## src/rtl/alu_seq_pkg.sv

```systemverilog
// alu_seq_pkg: opcodes, FSM states and error-bit constants shared by the ALU command sequencer
package alu_seq_pkg;
    localparam logic [3:0] OP_ADD = 4'b0010;
    localparam logic [3:0] OP_SUB = 4'b0011;
    localparam logic [3:0] OP_MUL = 4'b0100;
    localparam logic [3:0] OP_DIV = 4'b0101;
    localparam logic [3:0] OP_MOD = 4'b0110;
    localparam int ERR_OVF_BIT = 0;
    localparam int ERR_DZE_BIT = 1;
    localparam logic [1:0] ERR_ILLEGAL = 2'b11;
    typedef enum logic [1:0] {IDLE, SETTLE, RESPOND} state_t;
    function automatic logic is_legal(input logic [3:0] op);
        return op == OP_ADD || op == OP_SUB || op == OP_MUL || op == OP_DIV || op == OP_MOD;
    endfunction
endpackage

```

## src/rtl/alu_cmd_sequencer_if.sv

```systemverilog
// alu_cmd_sequencer_if: command, BreadBoard and response channels of the sequencer
interface alu_cmd_sequencer_if #(parameter int DATA_W = 16, parameter int RES_W = 32);
    logic              cmd_valid;
    logic              cmd_ready;
    logic [DATA_W-1:0] cmd_in1;
    logic [DATA_W-1:0] cmd_in2;
    logic [3:0]        cmd_op;
    logic              cmd_acc;
    logic [DATA_W-1:0] alu_in1;
    logic [DATA_W-1:0] alu_in2;
    logic [3:0]        alu_op;
    logic [RES_W-1:0]  alu_out;
    logic [1:0]        alu_err;
    logic              rsp_valid;
    logic              rsp_ready;
    logic [RES_W-1:0]  rsp_out;
    logic [1:0]        rsp_err;
    logic [RES_W-1:0]  acc;
    logic              busy;
    modport master (
        output cmd_valid, cmd_in1, cmd_in2, cmd_op, cmd_acc, alu_out, alu_err, rsp_ready,
        input  cmd_ready, alu_in1, alu_in2, alu_op, rsp_valid, rsp_out, rsp_err, acc, busy
    );
    modport slave (
        input  cmd_valid, cmd_in1, cmd_in2, cmd_op, cmd_acc, alu_out, alu_err, rsp_ready,
        output cmd_ready, alu_in1, alu_in2, alu_op, rsp_valid, rsp_out, rsp_err, acc, busy
    );
endinterface

```

## src/rtl/alu_seq_err_mask.sv

```systemverilog
// alu_seq_err_mask: keeps only the BreadBoard error bits meaningful for the issued opcode
module alu_seq_err_mask
    import alu_seq_pkg::*;
(
    input  logic [3:0] op,
    input  logic [1:0] err,
    output logic [1:0] err_m,
    output logic       legal
);
    always_comb begin
        legal = is_legal(op);
        err_m = (op == OP_ADD || op == OP_SUB) ? {1'b0, err[ERR_OVF_BIT]} :
                (op == OP_DIV || op == OP_MOD) ? {err[ERR_DZE_BIT], 1'b0} : 2'b00;
    end
endmodule

```

## src/rtl/alu_cmd_sequencer.sv

```systemverilog
// alu_cmd_sequencer: issues commands to the BreadBoard ALU, waits SETTLE_CYCLES, returns masked result; optional ALU_SEQ_ILLEGAL_OP_EN
module alu_cmd_sequencer
    import alu_seq_pkg::*;
#(
    parameter int SETTLE_CYCLES = 4,
    parameter int DATA_W = 16,
    parameter int RES_W = 32
) (
    input logic clk,
    input logic rst,
    alu_cmd_sequencer_if.slave bus
);
    state_t            state_q, state_d;
    logic [7:0]        cnt_q, cnt_d;
    logic [DATA_W-1:0] alu_in1_q, alu_in1_d, alu_in2_q, alu_in2_d;
    logic [3:0]        alu_op_q, alu_op_d;
    logic              rsp_valid_q, rsp_valid_d;
    logic [RES_W-1:0]  rsp_out_q, rsp_out_d, acc_q, acc_d;
    logic [1:0]        rsp_err_q, rsp_err_d, err_m;
    logic              cmd_ready_q, cmd_ready_d, busy_q, busy_d;
    logic              legal, skip_issue;
    alu_seq_err_mask u_mask (.op(alu_op_q), .err(bus.alu_err), .err_m(err_m), .legal(legal));
`ifdef ALU_SEQ_ILLEGAL_OP_EN
    assign skip_issue = !is_legal(bus.cmd_op);
`else
    assign skip_issue = 1'b0;
`endif
    always_comb begin
        state_d     = state_q;
        cnt_d       = cnt_q;
        alu_in1_d   = alu_in1_q;
        alu_in2_d   = alu_in2_q;
        alu_op_d    = alu_op_q;
        rsp_valid_d = rsp_valid_q;
        rsp_out_d   = rsp_out_q;
        rsp_err_d   = rsp_err_q;
        acc_d       = acc_q;
        case (state_q)
            IDLE: if (bus.cmd_valid) begin
                if (skip_issue) begin
                    state_d     = RESPOND;
                    rsp_valid_d = 1'b1;
                    rsp_out_d   = '0;
                    rsp_err_d   = ERR_ILLEGAL;
                end else begin
                    alu_in1_d = bus.cmd_acc ? acc_q[DATA_W-1:0] : bus.cmd_in1;
                    alu_in2_d = bus.cmd_in2;
                    alu_op_d  = bus.cmd_op;
                    cnt_d     = '0;
                    state_d   = SETTLE;
                end
            end
            SETTLE: if (cnt_q == 8'(SETTLE_CYCLES - 1)) begin
                state_d     = RESPOND;
                rsp_valid_d = 1'b1;
                rsp_out_d   = bus.alu_out;
                rsp_err_d   = err_m;
                acc_d       = (err_m == 2'b00 && legal) ? bus.alu_out : acc_q;
            end else begin
                cnt_d = cnt_q + 8'd1;
            end
            RESPOND: if (bus.rsp_ready) begin
                state_d     = IDLE;
                rsp_valid_d = 1'b0;
            end
            default: state_d = IDLE;
        endcase
        cmd_ready_d = state_d == IDLE;
        busy_d      = state_d != IDLE;
    end
    always_ff @(posedge clk) begin
        if (rst) begin
            state_q     <= IDLE;
            cnt_q       <= '0;
            alu_in1_q   <= '0;
            alu_in2_q   <= '0;
            alu_op_q    <= 4'b0000;
            rsp_valid_q <= 1'b0;
            rsp_out_q   <= '0;
            rsp_err_q   <= 2'b00;
            acc_q       <= '0;
            cmd_ready_q <= 1'b1;
            busy_q      <= 1'b0;
        end else begin
            state_q     <= state_d;
            cnt_q       <= cnt_d;
            alu_in1_q   <= alu_in1_d;
            alu_in2_q   <= alu_in2_d;
            alu_op_q    <= alu_op_d;
            rsp_valid_q <= rsp_valid_d;
            rsp_out_q   <= rsp_out_d;
            rsp_err_q   <= rsp_err_d;
            acc_q       <= acc_d;
            cmd_ready_q <= cmd_ready_d;
            busy_q      <= busy_d;
        end
    end
    assign bus.alu_in1   = alu_in1_q;
    assign bus.alu_in2   = alu_in2_q;
    assign bus.alu_op    = alu_op_q;
    assign bus.rsp_valid = rsp_valid_q;
    assign bus.rsp_out   = rsp_out_q;
    assign bus.rsp_err   = rsp_err_q;
    assign bus.acc       = acc_q;
    assign bus.cmd_ready = cmd_ready_q;
    assign bus.busy      = busy_q;
endmodule

```

## src/flat_wrapper.sv

```systemverilog
// flat-port wrapper written by rule: the top's interface ports become plain ports
module alu_cmd_sequencer_flat import alu_seq_pkg::*;
#(
    parameter int SETTLE_CYCLES = 4,
    parameter int DATA_W = 16,
    parameter int RES_W = 32
)
  (clk, rst, bus_cmd_valid, bus_cmd_in1, bus_cmd_in2, bus_cmd_op, bus_cmd_acc, bus_alu_out, bus_alu_err, bus_rsp_ready, bus_cmd_ready, bus_alu_in1, bus_alu_in2, bus_alu_op, bus_rsp_valid, bus_rsp_out, bus_rsp_err, bus_acc, bus_busy);
  alu_cmd_sequencer_if #(.DATA_W(DATA_W), .RES_W(RES_W)) bus_i ();
  input logic clk;
  input logic rst;
  input wire logic [$bits(bus_i.cmd_valid)-1:0] bus_cmd_valid;
  input wire logic [$bits(bus_i.cmd_in1)-1:0] bus_cmd_in1;
  input wire logic [$bits(bus_i.cmd_in2)-1:0] bus_cmd_in2;
  input wire logic [$bits(bus_i.cmd_op)-1:0] bus_cmd_op;
  input wire logic [$bits(bus_i.cmd_acc)-1:0] bus_cmd_acc;
  input wire logic [$bits(bus_i.alu_out)-1:0] bus_alu_out;
  input wire logic [$bits(bus_i.alu_err)-1:0] bus_alu_err;
  input wire logic [$bits(bus_i.rsp_ready)-1:0] bus_rsp_ready;
  output wire logic [$bits(bus_i.cmd_ready)-1:0] bus_cmd_ready;
  output wire logic [$bits(bus_i.alu_in1)-1:0] bus_alu_in1;
  output wire logic [$bits(bus_i.alu_in2)-1:0] bus_alu_in2;
  output wire logic [$bits(bus_i.alu_op)-1:0] bus_alu_op;
  output wire logic [$bits(bus_i.rsp_valid)-1:0] bus_rsp_valid;
  output wire logic [$bits(bus_i.rsp_out)-1:0] bus_rsp_out;
  output wire logic [$bits(bus_i.rsp_err)-1:0] bus_rsp_err;
  output wire logic [$bits(bus_i.acc)-1:0] bus_acc;
  output wire logic [$bits(bus_i.busy)-1:0] bus_busy;
  assign bus_i.cmd_valid = bus_cmd_valid;
  assign bus_i.cmd_in1 = bus_cmd_in1;
  assign bus_i.cmd_in2 = bus_cmd_in2;
  assign bus_i.cmd_op = bus_cmd_op;
  assign bus_i.cmd_acc = bus_cmd_acc;
  assign bus_i.alu_out = bus_alu_out;
  assign bus_i.alu_err = bus_alu_err;
  assign bus_i.rsp_ready = bus_rsp_ready;
  assign bus_cmd_ready = bus_i.cmd_ready;
  assign bus_alu_in1 = bus_i.alu_in1;
  assign bus_alu_in2 = bus_i.alu_in2;
  assign bus_alu_op = bus_i.alu_op;
  assign bus_rsp_valid = bus_i.rsp_valid;
  assign bus_rsp_out = bus_i.rsp_out;
  assign bus_rsp_err = bus_i.rsp_err;
  assign bus_acc = bus_i.acc;
  assign bus_busy = bus_i.busy;
  alu_cmd_sequencer #(.SETTLE_CYCLES(SETTLE_CYCLES), .DATA_W(DATA_W), .RES_W(RES_W)) u_core (.clk(clk), .rst(rst), .bus(bus_i));
endmodule
```

## config.mk

```make
export PLATFORM = sky130hd
export DESIGN_NAME = alu_cmd_sequencer_flat
export DESIGN_NICKNAME = d
export VERILOG_FILES = /design/src/rtl/alu_seq_pkg.sv /design/src/rtl/alu_cmd_sequencer_if.sv /design/src/rtl/alu_seq_err_mask.sv /design/src/rtl/alu_cmd_sequencer.sv /design/src/flat_wrapper.sv
export SDC_FILE = /design/constraint.sdc
export NUM_CORES = 1
export LEC_CHECK = 0
export CELL_PAD_IN_SITES_DETAIL_PLACEMENT = 0
export CELL_PAD_IN_SITES_GLOBAL_PLACEMENT = 1
export CORE_MARGIN = 8
export CORE_UTILIZATION = 27
export CTS_CLUSTER_SIZE = 12
export DETAILED_ROUTE_END_ITERATION = 6
export PLACE_DENSITY_LB_ADDON = 0.12
export SLEW_MARGIN = 20
export SYNTH_ARGS = -nofsm -noshare
export SYNTH_HDL_FRONTEND = slang
export SYNTH_SLANG_ARGS = --single-unit
```

## constraint.sdc

```tcl
create_clock -name clk -period 1.75 [get_ports clk]
set_clock_uncertainty 0.1 [all_clocks]
set_input_delay 0.175 -clock clk [delete_from_list [all_inputs] [get_ports clk]]
set_output_delay 0.175 -clock clk [all_outputs]
set_load 0.005 [all_outputs]
```

==> metrics <==
crit-path cells=ha_4 -> nor4b_4 -> buf_4 -> nand3_4 -> or4_4 -> a21oi_2; synthesis-to-layout area growth=69.4%; Compound-Gate Fraction of Synth Area=18.0%; Critical Path Source Type=register; sequential cell area=0.00231 mm2; hold buffers post-CTS=0; DRT iter0 DRCs=126; Clk pwr share=51.0%; Comb pwr share=10.3%; GRT overflow=0; Yosys top cell area share=52.5%; sw frac=21.8%; worst stage delay on the critical path=0.42 ns; relative max-transition margin=71.7%; initial antenna violation count=0; Crit Path Category=reg -> reg; layout cells sized above 1=13.0%; CTS clk-pin slew, worst paths=0.05 ns; reg2reg end=u_core.bus.rsp_err[1]; vias after detailed routing=4358; status=finished clean; starting density of the core=27.6%; largest net degree at the start of global routing=53; area share of and/or/nand/nor cells after synthesis=20.4%; Post-synth EDFFs=0; crit path from=u_core.cnt_q[0]; Avg WL per Cell=16.6 um; Worst-Skew Late Latency=0.40 ns; total track usage=14.9%; Netlist Area Pre-Place=0.00439 mm2; n_diodes=0; Clock Path Buffers=2; VDD IR max=0.000656 V; Worst R2R Start=u_core.cnt_q[0]; setup slack, reg-to-reg=0.02 ns; Multi-input gate area=0.00203 mm2; Place WS=-0.438 ns; drt pass-1 iters=4; Yosys cell types=34; hold endpoint=u_core.state_q[0]; Core Region=0.0159 mm2; Avg Inst Size Synth=8.38 um2; hold depth=2; CTS Buf Count=17; FF-to-FF path depth=6; Port Buffers=179; leading post-synthesis cells by cell area=dfxtp_1 52%, a21oi_1 11%, nand2_1 9.5%; internal power=5.52 mW; Hold Path Class=in -> reg; largest family of logic cells by synthesized area=simple AND/OR/NAND/NOR gates; Synth Register Bits=115; final wirelength=15.7 mm; mux cell area share after synthesis=3.91%; Slew @ Worst Pin=0.424 ns; Setup-failing EPs final=0; vias per cell=4.63; Final Max Slew Viols=0; hold_sp=rst; nets=788; CP Max Fanout=4; Post-Synth XOR/XNOR Area=0.998%; Final Cycle Share=99.1%; Post-synth ARST share=0%; Post-Layout Inst Area=0.00743 mm2; H-tree depth=4; DRC errors left=0; slowest CP cell=or4_4; GPL Wtd Cong=0.766; switching power=1.54 mW; Mapped Cells=524; first-pass GRT wire length=23.9 mm; CP Data Arrival Time=1.97 ns; Setup crit end kind=register; vias in the first global route=4365; Util after Layout=46.8%; number of max-cap violations=0; total clock sinks=115; Power Density=950 mW/mm2; post-route ant nets=0; adder-cell share of the synthesized area=0.285%; Hold Slack=0.0857 ns; number of fill cells=1604; Static Leakage=2.59 nW; DIE AREA=0.0206 mm2; f_max=577 MHz; DP Area=0.00665 mm2; CP required=1.99 ns; Ports=180; height of the chip=144 um; min setup slack post-route=0.0162 ns; CTS tree=yes; sequential area share after synthesis=52.5%; Final Hold Violating Endpoints=0; row cnt=46; largest area contributor in the netlist=dfxtp_1; Pwr Total=7.06 mW; DP HPWL=11.0 mm; Ys Warns=0; chip width=144 um; CTS Root Cell=clkbuf_16; clock period minus worst slack=1.73 ns; Syn Nets=600; sequential power share=38.7%; RSZ-0062 raised after global routing=yes; Synth Flop Type=dfxtp_1
## cells in the mapped netlist (2+ instances only)
library cell and instances:
inv_1 2, o21ai_0 33, mux2i_1 16, nor2_1 24, clkbuf_1 33, nand4_1 5
a21oi_1 93, dfxtp_1 115, nand3_1 33, a211oi_1 18, xnor2_1 3, or3b_2 2
buf_2 9, nor3_1 2, xor2_1 2, nor3b_1 2, nand3b_1 3, and3_1 2
nand2b_1 2, nand2_1 111
## registers in the layout, indices dropped and copies added, names as in the netlist
signal,count
u_core.bus.busy,1
u_core.bus.cmd_ready,1
u_core.bus.alu_in1,16
u_core.bus.alu_op,4
u_core.state_q,2
u_core.bus.rsp_out,32
u_core.cnt_q,8
u_core.bus.rsp_valid,1
u_core.bus.acc,32
u_core.bus.alu_in2,16
u_core.bus.rsp_err,2
## worst max-delay path: cells and delay by family (launching register included)
family,cells,cell delay (ns)
and+or+nand+nor,3,0.76
DFF,1,0.36
buffers and inverters,1,0.20
adders and majority gates,1,0.13
AOI/OAI and AO/OA,1,0.12
## metrics by stage
stage               setup TNS, ns  instances
CTS                             0        940
detailed placement         -12.00        907
global placement           -21.07        906
floorplan                  -0.498        524
global route               -0.204        941
finish                          0        941
## per-layer routing
| metal | up-vias | GRT usage [%] | part of all wire, % | wire (um) |
|---|---|---|---|---|
| met4 | 0 | 5.53 | 1.6 | 249 |
| met3 | 18 | 6.24 | 8.9 | 1400 |
| met1 | 2025 | 18.3 | 44 | 6900 |
| met5 | - | 0 | 0 | 0 |
| met2 | 134 | 22.9 | 45 | 7120 |
| li1 | 2181 | - | - | - |
## cells in the final DEF (no fill, tap or decap), drive strengths merged, types with 2 or more instances in the layout
cell	netlist	routed
a211oi	18	18
a21oi	93	93
and3	2	2
buf	9	32
bufinv	0	3
clkbuf	33	24
clkdlybuf4s50	0	178
clkinv	0	4
clkinvlp	0	2
dfxtp	115	115
inv	2	2
mux2i	16	16
nand2	111	111
nand2b	2	2
nand3	34	34
nand3b	3	3
nand4	5	5
nor2	24	24
nor3	3	3
nor3b	3	3
o21ai	33	33
or3b	2	2
xnor2	3	3
xor2	2	2
## layout make-up
type	instances	share of cell area (%)
inverters	2	0.101
repair buffers	211	29.5
clock buffers	23	6.70
multi-input cells	365	27.3
clock inverters	9	1.68
well taps	216	3.64
flip-flops and latches	115	31.1
## power groups by stage
stage	logic, mW	registers (mW)	clock network, mW
after floorplan	0.238	2.79	0
final	0.728	2.73	3.61
after CTS	0.727	2.73	3.70
after global routing	0.786	2.74	3.82
after global placement	0.695	2.78	0
after detailed placement	0.707	2.78	0
## logic make-up (layout without fill, tap and decap cells)
logic type | count (synthesis) | after routing
DFF | 115 | 115
AOI/OAI and AO/OA | 147 | 147
adders and majority gates | 1 | 1
xor gates and xnor gates | 5 | 5
muxes | 17 | 17
and+or+nand+nor | 195 | 195
buffers and inverters | 44 | 245
## worst max-delay path by stage
stage	end	slack, ns	cells after the start
final	u_core.bus.rsp_err[1]	0.02	6
after global routing	u_core.bus.rsp_err[1]	-0.05	6
after CTS	u_core.bus.rsp_err[1]	0.001	6
after detailed placement	u_core.bus.acc[19]	-0.44	6
after global placement	u_core.bus.acc[28]	-0.68	5
after floorplan	u_core.bus.acc[19]	-0.02	7
## repair_timing
item	CTS	global route
gates cloned	0	1
endpoints found under the setup margin	67	58
pin swaps	2	3
buffers inserted	1	0
resized for setup	11	22
Note: power is estimated with default switching activity, not from simulation.
